$ cat config.mk
export PLATFORM = sky130hd
export DESIGN_NAME = operand_fetch_flat
export DESIGN_NICKNAME = d
export VERILOG_FILES = /design/src/rtl/operand_fetch_if.sv /design/src/rtl/operand_fetch.sv /design/src/flat_wrapper.sv
export SDC_FILE = /design/constraint.sdc
export NUM_CORES = 1
export LEC_CHECK = 0
export CAP_MARGIN = 5
export CORE_ASPECT_RATIO = 0.8
export CORE_MARGIN = 2
export CORE_UTILIZATION = 30
export DETAILED_ROUTE_END_ITERATION = 16
export PLACE_DENSITY = 0.6
export SLEW_MARGIN = 0
export SYNTH_ARGS = -nofsm -noshare
export SYNTH_HDL_FRONTEND = slang
export SYNTH_SLANG_ARGS = --single-unit
$ cat constraint.sdc
create_clock -name clock -period 2.15 [get_ports clock]
set_clock_uncertainty 0.2 [all_clocks]
set_input_delay 0.3225 -clock clock [delete_from_list [all_inputs] [get_ports clock]]
set_output_delay 0.3225 -clock clock [all_outputs]
set_load 0.02 [all_outputs]
$ cat src/rtl/operand_fetch_if.sv
// Handshake and data bundle between decode, the register file read port,
// writeback snooping and execute, as seen by the operand fetch block.
interface operand_fetch_if #(
  parameter int XLEN = 32,
  parameter int AW   = 5,
  parameter int SW   = 16
);
  logic            in_valid;
  logic            in_ready;
  logic [AW-1:0]   in_rs1;
  logic [AW-1:0]   in_rs2;
  logic [AW-1:0]   in_rd;
  logic [AW-1:0]   rf_addr_rs1;
  logic [AW-1:0]   rf_addr_rs2;
  logic [XLEN-1:0] rf_data_rs1;
  logic [XLEN-1:0] rf_data_rs2;
  logic            wb_enable;
  logic [AW-1:0]   wb_addr;
  logic [XLEN-1:0] wb_data;
  logic            out_valid;
  logic            out_ready;
  logic [XLEN-1:0] out_rs1_data;
  logic [XLEN-1:0] out_rs2_data;
  logic [AW-1:0]   out_rd;
  logic [SW-1:0]   stall_count;

  modport master (
    output in_valid, in_rs1, in_rs2, in_rd, rf_data_rs1, rf_data_rs2,
           wb_enable, wb_addr, wb_data, out_ready,
    input  in_ready, rf_addr_rs1, rf_addr_rs2, out_valid,
           out_rs1_data, out_rs2_data, out_rd, stall_count
  );

  modport slave (
    input  in_valid, in_rs1, in_rs2, in_rd, rf_data_rs1, rf_data_rs2,
           wb_enable, wb_addr, wb_data, out_ready,
    output in_ready, rf_addr_rs1, rf_addr_rs2, out_valid,
           out_rs1_data, out_rs2_data, out_rd, stall_count
  );
endinterface

$ cat src/rtl/operand_fetch.sv
// Operand fetch: drives register file reads, retries reads blocked by writes,
// bypasses in-flight writebacks and holds coherent operands for execute.
module operand_fetch #(
  parameter int XLEN = 32,
  parameter int AW   = 5,
  parameter int SW   = 16
) (
  input logic           clock,
  input logic           reset,
  operand_fetch_if.slave bus
);
  typedef enum logic [1:0] {S_IDLE, S_READ, S_DATA, S_OUT} state_t;

  state_t          r_state;
  logic            r_in_ready;
  logic            r_out_valid;
  logic [AW-1:0]   r_rs1;
  logic [AW-1:0]   r_rs2;
  logic [AW-1:0]   r_rd;
  logic [XLEN-1:0] r_op1;
  logic [XLEN-1:0] r_op2;
  logic [SW-1:0]   r_stall;
  logic            w_eff;

  function automatic logic [SW-1:0] sat_inc(input logic [SW-1:0] v);
    return (&v) ? v : v + SW'(1);
  endfunction

  // x0 reads as zero; a same-cycle effective write to rs wins over the read port.
  function automatic logic [XLEN-1:0] select_op(
    input logic [AW-1:0]   rs,
    input logic            eff,
    input logic [AW-1:0]   waddr,
    input logic [XLEN-1:0] wdata,
    input logic [XLEN-1:0] rdata
  );
    if (rs == '0)                 return '0;
    else if (eff && waddr == rs)  return wdata;
    else                          return rdata;
  endfunction

  assign w_eff = bus.wb_enable && (bus.wb_addr != '0);

  always_ff @(posedge clock) begin
    if (reset) begin
      r_state     <= S_IDLE;
      r_in_ready  <= 1'b1;
      r_out_valid <= 1'b0;
      r_rs1       <= '0;
      r_rs2       <= '0;
      r_rd        <= '0;
      r_op1       <= '0;
      r_op2       <= '0;
      r_stall     <= '0;
    end else begin
      case (r_state)
        S_IDLE: begin
          if (bus.in_valid) begin
            r_rs1      <= bus.in_rs1;
            r_rs2      <= bus.in_rs2;
            r_rd       <= bus.in_rd;
            r_in_ready <= 1'b0;
            r_state    <= S_READ;
          end
        end
        // Register file ignores reads while it is writing, so retry.
        S_READ: begin
          if (w_eff) r_stall <= sat_inc(r_stall);
          else       r_state <= S_DATA;
        end
        S_DATA: begin
          r_op1       <= select_op(r_rs1, w_eff, bus.wb_addr, bus.wb_data, bus.rf_data_rs1);
          r_op2       <= select_op(r_rs2, w_eff, bus.wb_addr, bus.wb_data, bus.rf_data_rs2);
          r_out_valid <= 1'b1;
          r_state     <= S_OUT;
        end
        S_OUT: begin
          if (w_eff && bus.wb_addr == r_rs1 && r_rs1 != '0) r_op1 <= bus.wb_data;
          if (w_eff && bus.wb_addr == r_rs2 && r_rs2 != '0) r_op2 <= bus.wb_data;
          if (bus.out_ready) begin
            r_out_valid <= 1'b0;
            r_in_ready  <= 1'b1;
            r_state     <= S_IDLE;
          end
        end
        default: begin
          r_state     <= S_IDLE;
          r_in_ready  <= 1'b1;
          r_out_valid <= 1'b0;
        end
      endcase
    end
  end

  assign bus.in_ready     = r_in_ready;
  assign bus.rf_addr_rs1  = r_rs1;
  assign bus.rf_addr_rs2  = r_rs2;
  assign bus.out_valid    = r_out_valid;
  assign bus.out_rs1_data = r_op1;
  assign bus.out_rs2_data = r_op2;
  assign bus.out_rd       = r_rd;
  assign bus.stall_count  = r_stall;
endmodule

$ cat src/flat_wrapper.sv
// flat-port wrapper written by rule: the top's interface ports become plain ports
module operand_fetch_flat 
#(
  parameter int XLEN = 32,
  parameter int AW   = 5,
  parameter int SW   = 16
)
  (clock, reset, bus_in_valid, bus_in_rs1, bus_in_rs2, bus_in_rd, bus_rf_data_rs1, bus_rf_data_rs2, bus_wb_enable, bus_wb_addr, bus_wb_data, bus_out_ready, bus_in_ready, bus_rf_addr_rs1, bus_rf_addr_rs2, bus_out_valid, bus_out_rs1_data, bus_out_rs2_data, bus_out_rd, bus_stall_count);
  operand_fetch_if #(.XLEN(XLEN), .AW(AW), .SW(SW)) bus_i ();
  input logic clock;
  input logic reset;
  input wire logic [$bits(bus_i.in_valid)-1:0] bus_in_valid;
  input wire logic [$bits(bus_i.in_rs1)-1:0] bus_in_rs1;
  input wire logic [$bits(bus_i.in_rs2)-1:0] bus_in_rs2;
  input wire logic [$bits(bus_i.in_rd)-1:0] bus_in_rd;
  input wire logic [$bits(bus_i.rf_data_rs1)-1:0] bus_rf_data_rs1;
  input wire logic [$bits(bus_i.rf_data_rs2)-1:0] bus_rf_data_rs2;
  input wire logic [$bits(bus_i.wb_enable)-1:0] bus_wb_enable;
  input wire logic [$bits(bus_i.wb_addr)-1:0] bus_wb_addr;
  input wire logic [$bits(bus_i.wb_data)-1:0] bus_wb_data;
  input wire logic [$bits(bus_i.out_ready)-1:0] bus_out_ready;
  output wire logic [$bits(bus_i.in_ready)-1:0] bus_in_ready;
  output wire logic [$bits(bus_i.rf_addr_rs1)-1:0] bus_rf_addr_rs1;
  output wire logic [$bits(bus_i.rf_addr_rs2)-1:0] bus_rf_addr_rs2;
  output wire logic [$bits(bus_i.out_valid)-1:0] bus_out_valid;
  output wire logic [$bits(bus_i.out_rs1_data)-1:0] bus_out_rs1_data;
  output wire logic [$bits(bus_i.out_rs2_data)-1:0] bus_out_rs2_data;
  output wire logic [$bits(bus_i.out_rd)-1:0] bus_out_rd;
  output wire logic [$bits(bus_i.stall_count)-1:0] bus_stall_count;
  assign bus_i.in_valid = bus_in_valid;
  assign bus_i.in_rs1 = bus_in_rs1;
  assign bus_i.in_rs2 = bus_in_rs2;
  assign bus_i.in_rd = bus_in_rd;
  assign bus_i.rf_data_rs1 = bus_rf_data_rs1;
  assign bus_i.rf_data_rs2 = bus_rf_data_rs2;
  assign bus_i.wb_enable = bus_wb_enable;
  assign bus_i.wb_addr = bus_wb_addr;
  assign bus_i.wb_data = bus_wb_data;
  assign bus_i.out_ready = bus_out_ready;
  assign bus_in_ready = bus_i.in_ready;
  assign bus_rf_addr_rs1 = bus_i.rf_addr_rs1;
  assign bus_rf_addr_rs2 = bus_i.rf_addr_rs2;
  assign bus_out_valid = bus_i.out_valid;
  assign bus_out_rs1_data = bus_i.out_rs1_data;
  assign bus_out_rs2_data = bus_i.out_rs2_data;
  assign bus_out_rd = bus_i.out_rd;
  assign bus_stall_count = bus_i.stall_count;
  operand_fetch #(.XLEN(XLEN), .AW(AW), .SW(SW)) u_core (.clock(clock), .reset(reset), .bus(bus_i));
endmodule
Word level (Yosys, flattened, before mapping):

Index checks and enable logic that the tools add are counted.

* output and inout bits: 97
* register bits: 99
* input bits: 121

* bitwise gates (word level): 1
* mux-type cells: 17
* reduce and logical (&&, ||, !) cells: 21
* equal/unequal tests: 10
* $add $sub $neg: 1

Operator list (number)
* 2-to-1 mux 32 bit: 6
* case mux 32 bit (2 select lines): 2
* adder 16 x 1 -> 16 bit, second input constant: 1
* AND reduction 16 bit: 1
* nonzero test 5 bit: 3
* equality test 5 bit: 2
* logical NOT 5 bit: 2
* AND reduction 3 bit: 3
* case mux 2 bit (4 select lines): 1
* AND reduction 2 bit: 4
* 2-to-1 mux 2 bit: 3
* inequality test 2 bit, second input constant: 3
* logical AND 1 bit: 5
* equality test 2 bit, second input constant: 2
* inequality test 2 x 1 -> 1 bit, second input constant: 2
* case mux 1 bit (2 select lines): 2
* nonzero test 2 bit: 2
* 2-to-1 mux 1 bit: 3
* equality test 2 x 1 -> 1 bit, second input constant: 1
* logical NOT 2 bit: 1
* inverter 1 bit: 1

Longest topological paths before layout:

Gate-level depths: netlist of the first run.

* depth in word-level cells: 6
* depth in mapped cells: 7

Worst setup path before layout of the first run:

Ideal clock, no wire load.

* path type: register -> register
* start point: register u_core.r_rs1[4], in the netlist u_core.bus.rf_addr_rs1[4]
* end point: register u_core.r_op1[0], in the netlist u_core.bus.out_rs1_data[0]
* path buffers: 1
* data required time: 1.846 ns
* data arrival time: 1.817 ns
* cell stages (with the launch flop): 7
* clock period less this slack: 2.121 ns
* setup slack: 0.029 ns
* path through: dfxtp_1 -> xnor2_1 -> nand3_1 -> o41ai_4 -> buf_2 -> nor2_1 -> a2111oi_2

* cells in the longest elaborated chain, start to end: 5

RTL lines
* start, declared: line operand_fetch.sv:17 `logic [AW-1:0] r_rs1;`
* start signal, assigned: line operand_fetch.sv:59 `r_rs1 <= bus.in_rs1;`
* equality test 5 bit: line operand_fetch.sv:38, operand_fetch.sv:78
* logical AND 1 bit: line operand_fetch.sv:38, operand_fetch.sv:78
* 2-to-1 mux 32 bit / logical AND 1 bit (equally long branches): line operand_fetch.sv:38, operand_fetch.sv:78
* 2-to-1 mux 32 bit / inequality test 2 x 1 -> 1 bit (equally long branches)
* case mux 32 bit (2 select lines) / AND reduction 2 bit (equally long branches)
* end signal, assigned: line operand_fetch.sv:72 `r_op1 <= select_op(r_rs1, w_eff, bus.wb_addr, bus.wb_data, bus.rf_data_rs1);`
* end signal, assigned: line operand_fetch.sv:78 `if (w_eff && bus.wb_addr == r_rs1 && r_rs1 != '0) r_op1 <= bus.wb_data;`
* end, declared: line operand_fetch.sv:20 `logic [XLEN-1:0] r_op1;`

Several ways; a longest one is shown, not always the timed one.
A chain may end at the register's enable or synchronous reset.

Worst setup path after layout of the first run:

* start point: register u_core.r_rs1[1], in the netlist u_core.bus.rf_addr_rs1[1]
* end point: register u_core.r_op1[1], in the netlist u_core.bus.out_rs1_data[1]

Same word-level chain as after synthesis.

==> results of run 1 <==
-- cell type report --
type	instances	share of cell area (%)
antenna	1	0.02857
multi-input combinational	421	34.39
clock inverter	7	1.143
timing repair buffer	284	35.57
sequential	99	22.86
clock buffer	9	2.571
inverter	7	0.3000
tap	220	3.143
-- cell families after synthesis --
| family | count (synthesis) | synth area share (%) |
|---|---|---|
| simple gates | 221 | 19.67 |
| compound gates | 169 | 30.35 |
| flops | 99 | 38.71 |
| buf+inv | 65 | 5.474 |
| xor+xnor | 23 | 3.935 |
| fa+ha+maj | 6 | 1.466 |
| mux | 2 | 0.3910 |
-- sequential cells by signal, summed over array words and instances (netlist names) --
register / cells
u_core.bus.rf_addr_rs2: 5
u_core.bus.out_valid: 1
u_core.bus.rf_addr_rs1: 5
u_core.bus.stall_count: 16
u_core.r_state: 2
u_core.bus.out_rd: 5
u_core.bus.in_ready: 1
u_core.bus.out_rs1_data: 32
u_core.bus.out_rs2_data: 32
-- stage by stage --
stage | TNS, ns | power, mW | cell area (um^2) | hold WS (ns) | utilization [%]
detailed placement | -35.80 | 7.649 | 7736 | 0.2531 | 46.59
global route | -0.4202 | 11.19 | 8756 | 0.2734 | 52.73
floorplan | 0 | 5.531 | 5120 | 0.2585 | -
CTS | -0.01672 | 9.663 | 8209 | 0.2626 | 49.43
global placement | -29.86 | 7.501 | 7736 | 0.2411 | 46.59
finish | 0 | 10.68 | 8758 | 0.2605 | 52.74
-- final timing paths --
path,start,depth (start not counted),endpoint
hold / removal,u_core.bus.out_rd[1],2,u_core.bus.out_rd[1]
setup / recovery,u_core.bus.rf_addr_rs1[1],7,u_core.bus.out_rs1_data[1]
hold reg to reg,u_core.bus.out_rd[1],2,u_core.bus.out_rd[1]
setup reg to reg,u_core.bus.rf_addr_rs1[1],7,u_core.bus.out_rs1_data[1]
-- synthesized netlist by cell type, drive strengths merged (4+ instances only) --
master / n / share of area (%)
nand2: 38 / 2.8
a21oi: 21 / 2.1
a211oi: 6 / 0.88
nand3: 7 / 0.68
clkbuf: 42 / 3.1
or3: 4 / 0.49
o21ai: 68 / 6.6
dfxtp: 99 / 39
buf: 16 / 1.9
ha: 6 / 1.5
xnor2: 20 / 3.4
nor2: 85 / 6.2
inv: 7 / 0.51
nor3: 69 / 6.9
a2111oi: 64 / 18
-- tightest hold or removal path, stage by stage (launching register included) --
cell	delay (ns)
sky130_fd_sc_hd__dfxtp_1	0.31
sky130_fd_sc_hd__nand2_1	0.05
sky130_fd_sc_hd__a21oi_1	0.05
-- power groups by stage --
stage / Sequential, mW / Clock (mW) / Combinational [mW]
final: 2.69 / 1.80 / 6.18
after floorplan: 3.20 / 0 / 2.33
after detailed placement: 2.68 / 0 / 4.97
after CTS: 2.67 / 1.85 / 5.15
after global placement: 2.67 / 0 / 4.83
after global routing: 2.74 / 1.90 / 6.56
-- per-layer routing --
layer / up-vias / track usage (%) / share of wire, %
li1: 2634 / - / -
met1: 2744 / 28.29 / 44
met2: 227 / 34.99 / 47
met3: 26 / 5.434 / 7.8
met4: 0 / 5.955 / 1.6
met5: - / 0 / 0
-- timing repair --
| item | in CTS | in global routing |
|---|---|---|
| resized for setup | 26 | 47 |
| buffers inserted | 4 | 21 |
| hold buffers | 0 | 0 |
| pin swaps | 7 | 46 |
| endpoints found under the setup margin | 64 | 65 |
| gates cloned | 3 | 8 |
==> results.txt, run 1 <==
The flow ran to the end, and the final reports show no timing, DRC or antenna violations. The switching portion of total power was 40.50%. The critical path goes through xnor2_2, nand3_2, o41ai_4, buf_6, clkbuf_16, nor2_1, a2111oi_2.

The run gives 0 as the count of warnings emitted by yosys. The slowest stage of the critical path is the sky130_fd_sc_hd__o41ai_4 cell. STA puts the critical path data required time at 2.20 ns.

The floorplan has 42 rows. The final setup violation count was 0; the maximum clock frequency was 0.4663 GHz. For the area taken by multi-input logic gates, the log shows 0.003012 mm^2. Entering global routing, the biggest net connects 68 pins. The number of global-route vias before repair was 5514; the number of enable flip-flop cells after synthesis was 0. Summing over every cut layer, the via total after detailed routing is 5631.

Across the whole layout, storage elements account for 0.002002 mm^2. After clock tree synthesis, the clock-pin slew on the worst setup and hold paths is 0.07 ns. The effective utilization at floorplan was 30.83%; the mean instance size in the synthesized netlist was 8.752 um^2. Once routing completed, OpenROAD measured the worst setup slack at 0.005423 ns. Of all nets on the critical path, the largest fanout is 9.

For this run, design rule violations remaining after detail routing come to 0. Global routing used 21.51% of the available tracks across all layers. For the synthesized netlist net count, the log shows 712. Counting along the longest clock path gives a buffer depth of 2.

Detailed placement finished with a half-perimeter wire length of 13650 um. Endpoint kind of the worst setup timing path: a flop. Input and output buffers added on the ports amount to 217.

In the layout the commonest cells are sky130_fd_sc_hd__clkdlybuf4s50_1 (210), sky130_fd_sc_hd__dfxtp_1 (89), sky130_fd_sc_hd__nor2_1 (77). The number of buffers and inverters on the critical path is 2. The proportion of power drawn by flip-flops and latches was 25.2%; the share of total power in combinational logic was 57.9%. For this design the static power due to leakage is 2.891 nW. In this run the remaining antenna-violating nets after routing total 0. In the synthesized netlist the async set-or-reset flop fraction comes to 0%. The total overflow reported by the global router was 0; the critical path's largest stage delay was 0.38 ns. The worst-case IR drop observed on VDD is 0.4699 mV.

The cell-internal power is 6.355 mW, and the clock network fraction of design power is 16.9%. For this block, the initial DRC count from the detailed router was 205. Timing analysis after detailed placement gives a worst setup slack of -0.5889 ns. In this run the register-to-register setup slack is 0.005 ns. The tools report the number of max-slew violations in the final report as 0. The first global-routing pass estimated 30150 um of wire.

The die is 150.1 um wide. The routed design has 21980 um of wire. In this run the power spent charging and discharging nets is 4.326 mW.

The number of ports placed on the die boundary was 218. The clock root buffer is sky130_fd_sc_hd__clkbuf_16. At the worst endpoint, the arrival time is 2.20 ns. Number of placed instances, taps included: 997.

Power spread over the standard cell area amounts to 1219 mW/mm^2. Leaving out fill and tap cells, the most frequent cell in the layout is sky130_fd_sc_hd__clkdlybuf4s50_1. The first-pass detailed-route iteration total is 4. The number of clock sinks seen by CTS was 99. The later pin in the worst-skew pair is clocked with a latency of 0.36 ns.

After detailed routing, the average wire length per cell comes to 20.97 um. After layout, the worst path uses 99.75% of the clock period. Setup repair after global routing could not meet its margin everywhere. STA classifies the critical path startpoint as a flop. The tools report the placeable core area as 0.01661 mm^2. The fill cell instance count of the final layout was 1501.

The flop and latch count out of synthesis came out at 99. The die covers 0.01813 mm^2. For the finished layout, the period the worst path requires is 2.145 ns. Relative to the synthesized area, the layout overhead comes to 71.07%. The dominant synthesized flop cell is sky130_fd_sc_hd__dfxtp_1. The tools report the post-synthesis cell area as 0.005120 mm^2. The worst hold path belongs to the class reg -> reg. Headroom to the max-slew limit came out at 60.61%. Counting every instance in the synthesized netlist gives 585. The largest delay contributor family on the critical path is compound AO/OA/AOI/OAI gates. The number of nets in the layout was 949. The tools report the final standard cell count with taps included and fillers excluded as 1048. In this run, distinct cell masters in the synthesized netlist total 39. Initial antenna violation count: 1. Buffers inserted during clock tree synthesis total 9. The floorplan step set the die height to 120.8 um.

Cells with a size suffix above 1 make up 22.85% of the layout. Vias per cell: 5.373. TritonCTS built the clock tree. The logs give 38.71% for the part of the Yosys area used for sequential elements and 3 for the number of H-tree levels. Class of the most critical setup path: reg -> reg. Slew at the pin closest to its max-slew limit: 0.5909 ns.

The count of final hold-check violations was 0; the number of max-capacitance violations reported was 0. The congestion estimate from routability-driven global placement came to 0.8108.
No activity file was read; power rests on OpenSTA's default activity.
==> inputs of run 2 (changes only) <==
--- a/config.mk
+++ b/config.mk
@@ -6,11 +6,14 @@
 export NUM_CORES = 1
 export LEC_CHECK = 0
 export CAP_MARGIN = 5
+export CELL_PAD_IN_SITES_DETAIL_PLACEMENT = 1
+export CELL_PAD_IN_SITES_GLOBAL_PLACEMENT = 2
 export CORE_ASPECT_RATIO = 0.8
 export CORE_MARGIN = 2
-export CORE_UTILIZATION = 30
+export CORE_UTILIZATION = 22
 export DETAILED_ROUTE_END_ITERATION = 16
-export PLACE_DENSITY = 0.6
+export HOLD_SLACK_MARGIN = 0.08
+export PLACE_DENSITY = 0.76
 export SLEW_MARGIN = 0
 export SYNTH_ARGS = -nofsm -noshare
 export SYNTH_HDL_FRONTEND = slang
==> results.txt, run 2 (same netlist as run 1, synthesis figures left out) <==
The slew at the pin closest to its max-slew limit works out to 0.4989 ns (-0.09202 ns). The logs give 39.94% (-13 points) for the final core utilization and 5732 (+4.0%) for the number of global-route vias before repair. The top cell types in the final layout, fill and taps aside, are sky130_fd_sc_hd__clkdlybuf4s50_1 (210), sky130_fd_sc_hd__dfxtp_1 (88), sky130_fd_sc_hd__nor3_1 (66).

The worst setup path is of the reg -> reg kind. The height of the die came out at 140.4 um (+16%). For the data required time of the worst path, the log shows 2.18 ns (-0.02 ns). The endpoint of the most critical register-to-register path was u_core.bus.out_rs2_data[17]. The number of clock sinks seen by CTS was 99 (unchanged); the worst-case clock buffer depth was 2 (unchanged).

The final setup violation count was 0 (unchanged); the via total after detailed routing was 5585 (-0.82%). The run gives 15410 um (+13%) as the half-perimeter wire length after detailed placement. The cell-internal power was 6.034 mW (-5.0%). The largest vdd supply drop came out at 0.4460 mV (-5.1%). The logs give 1140 (+8.8%) for the final standard cell count with taps included and fillers excluded and 22.57% (-8.3 points) for the effective utilization at floorplan.

Startpoint of the lowest-slack register-to-register path: u_core.bus.rf_addr_rs2[0]. The setup TNS after final layout came out at 0 ns (unchanged). The worst setup path is launched from a flop. Compared with the post-synthesis result, the final layout area differs by 76.96%. The run gives 49 (+17%) as the row count. The switching portion of total power is 42.33% (+1.8 points), and the number of nets in the layout is 956 (+0.74%). The largest net degree at the start of global routing is 36 (-47%), and the total die area is 0.02452 mm^2 (+35%). The tools report the count of final hold-check violations as 0 (unchanged). The post-placement setup slack was -0.5849 ns (+0.003998 ns). For the number of max-capacitance violations reported, the log shows 0 (unchanged).

The logs give 218 (unchanged) for the number of ports placed on the die boundary and 23960 um (+9.0%) for the wire length after detailed routing. For the clock network fraction of design power, the log shows 15.7% (-1.2 points). The logs give 0.002001 mm^2 (about the same) for the area occupied by registers and 18.23% (-3.3 points) for the global-route usage over all layers. Leakage power figure: 2.971 nW (+2.8%).

The clock insertion delay at the later pin of the skew report is 0.35 ns (about the same). The switching power was 4.430 mW (+2.4%); the placeable core area was 0.02268 mm^2 (+37%). The CTS clock-pin slew for the worst setup and hold paths is 0.07 ns (about the same).

The antenna diode instance count is 0 (-1), and the number of cells on the worst reg-to-reg path is 7 (unchanged). The final routed wire length divided by cell count is 21.02 um (+0.21%), and the total overflow reported by the global router is 0 (unchanged). Most frequent standard cell in the layout excluding fill and tap cells: sky130_fd_sc_hd__clkdlybuf4s50_1.

Setup repair after global routing could not meet its margin everywhere. The global-route wire length before repair was 34440 um (+14%); the DRC violation count after routing was 0 (unchanged). The run gives 58.2% (+0.3 points) as the share of total power in combinational logic. Number of placed instances, taps included: 1103 (+11%). The number of design-rule violations left by the first detailed-router iteration is 282 (+38%).

The maximum fanout encountered on the critical timing path works out to 8 (-1). Count of hold buffers inserted by post-cts repair: 0 (unchanged). The endpoint kind of the worst setup timing path was a flop.

TritonCTS built the clock tree. The run gives 66.74% (+6.1 points) as the headroom to the max-slew limit. For the initial antenna violation count, the log shows 0 (-1). The run gives 3 (unchanged) as the number of H-tree levels. The fill cell instance count of the final layout was 2562 (+71%). The run finished with clean final reports. The fraction of the cycle the final worst path needs was 98.25% (-1.5 points); the flop-to-flop setup slack was 0.04 ns (+0.03 ns). The proportion of power drawn by flip-flops and latches is 26.1% (+0.9 points), and the maximum clock frequency is 0.4734 GHz (+1.5%). The layout cell share with drive strength beyond 1 is 28.06% (+5.2 points), and the number of max-slew violations in the final report is 0 (unchanged). Final weighted congestion in routability-driven placement: 0.7567 (-6.7%). The startpoint identified for the worst hold timing path is reset. The first-pass detailed-route iteration total was 6 (+2).

Remaining number of nets flagged by the antenna check after routing: 0 (unchanged). Type of the tightest min-delay check: in -> reg. The path with the worst hold slack has its endpoint at u_core.bus.rf_addr_rs1[2]. Cell depth of the worst min-delay path: 2 (unchanged). The clock period minus worst slack is 2.112 ns (-0.03225 ns). The count of input and output buffers works out to 217 (unchanged). The vias per cell is 4.899 (-8.8%).

The chip width is 174.6 um (+16%). Area taken by multi-input logic gates: 0.003202 mm^2 (+6.3%). The number of buffers inserted during clock tree synthesis is 9 (unchanged), and the data arrival time of the critical path is 2.14 ns (-0.06 ns). The total power per unit cell area is 1155 mW/mm^2 (-5.3%), and the minimum setup slack in the final design is 0.03768 ns (+0.03225 ns). The tree is rooted in a sky130_fd_sc_hd__clkbuf_16.
-- run 2: worst max-delay path, stage by stage (launching register included) --
cell                        delay, ns
sky130_fd_sc_hd__dfxtp_2         0.35
sky130_fd_sc_hd__or4_1           0.61
sky130_fd_sc_hd__o21ai_2         0.20
sky130_fd_sc_hd__o41ai_4         0.10
sky130_fd_sc_hd__buf_6           0.16
sky130_fd_sc_hd__clkbuf_16       0.17
sky130_fd_sc_hd__nor2_1          0.13
sky130_fd_sc_hd__a2111oi_2       0.07
-- run 2: how the worst max path moves through the flow --
stage / startpoint / endpoint / slack [ns]
floorplan: u_core.bus.rf_addr_rs1[4] / u_core.bus.out_rs1_data[0] / 0.03
global placement: bus_wb_addr[0] / u_core.bus.out_rs2_data[14] / -0.53
detailed placement: bus_wb_addr[3] / u_core.bus.out_rs2_data[12] / -0.58
CTS: u_core.bus.rf_addr_rs1[1] / u_core.bus.out_rs1_data[28] / -0.02
global route: u_core.bus.rf_addr_rs1[2] / u_core.bus.out_rs1_data[0] / -0.06
finish: u_core.bus.rf_addr_rs2[0] / u_core.bus.out_rs2_data[17] / 0.04
-- run 2: stage by stage --
stage	power, mW	hold WS, ns	instance area [um^2]
after global routing	11.06	0.2363	9060
after CTS	10.11	0.2093	8631
final	10.46	0.2233	9060
after detailed placement	7.834	0.2504	8006
after floorplan	5.531	0.2585	5120
after global placement	7.758	0.2433	8006
-- run 2: power groups by stage --
stage	sequential [mW]	clock [mW]	combinational (mW)
2_1_floorplan	3.20	0	2.33
3_3_place_gp	2.68	0	5.08
3_5_place_dp	2.69	0	5.15
4_1_cts	2.68	1.71	5.71
5_1_grt	2.79	1.76	6.51
6_report	2.73	1.64	6.09
-- run 2: per-layer routing --
layer	GRT usage, %	vias to the layer above	part of all wire, %
met5	0	-	0
met4	3.772	0	1.1
met3	3.610	17	5.7
met2	28.91	172	44
met1	25.67	2745	49
li1	-	2651	-
-- run 2: final cells by class --
type                       count  area share [%]
clock inverter                 7          0.6629
clock buffer                   9           2.486
inverter                       7          0.2900
tap                          306           4.226
timing repair buffer         291           34.91
sequential                    99           22.08
multi-input combinational    421           35.34
-- run 2: what timing repair did --
item | 4_1_cts | 5_1_grt
gates resized for setup | 47 | 85
setup buffers | 6 | 5
setup endpoints to repair | 65 | 65
gates cloned | 6 | 6
pin swaps | 17 | 48
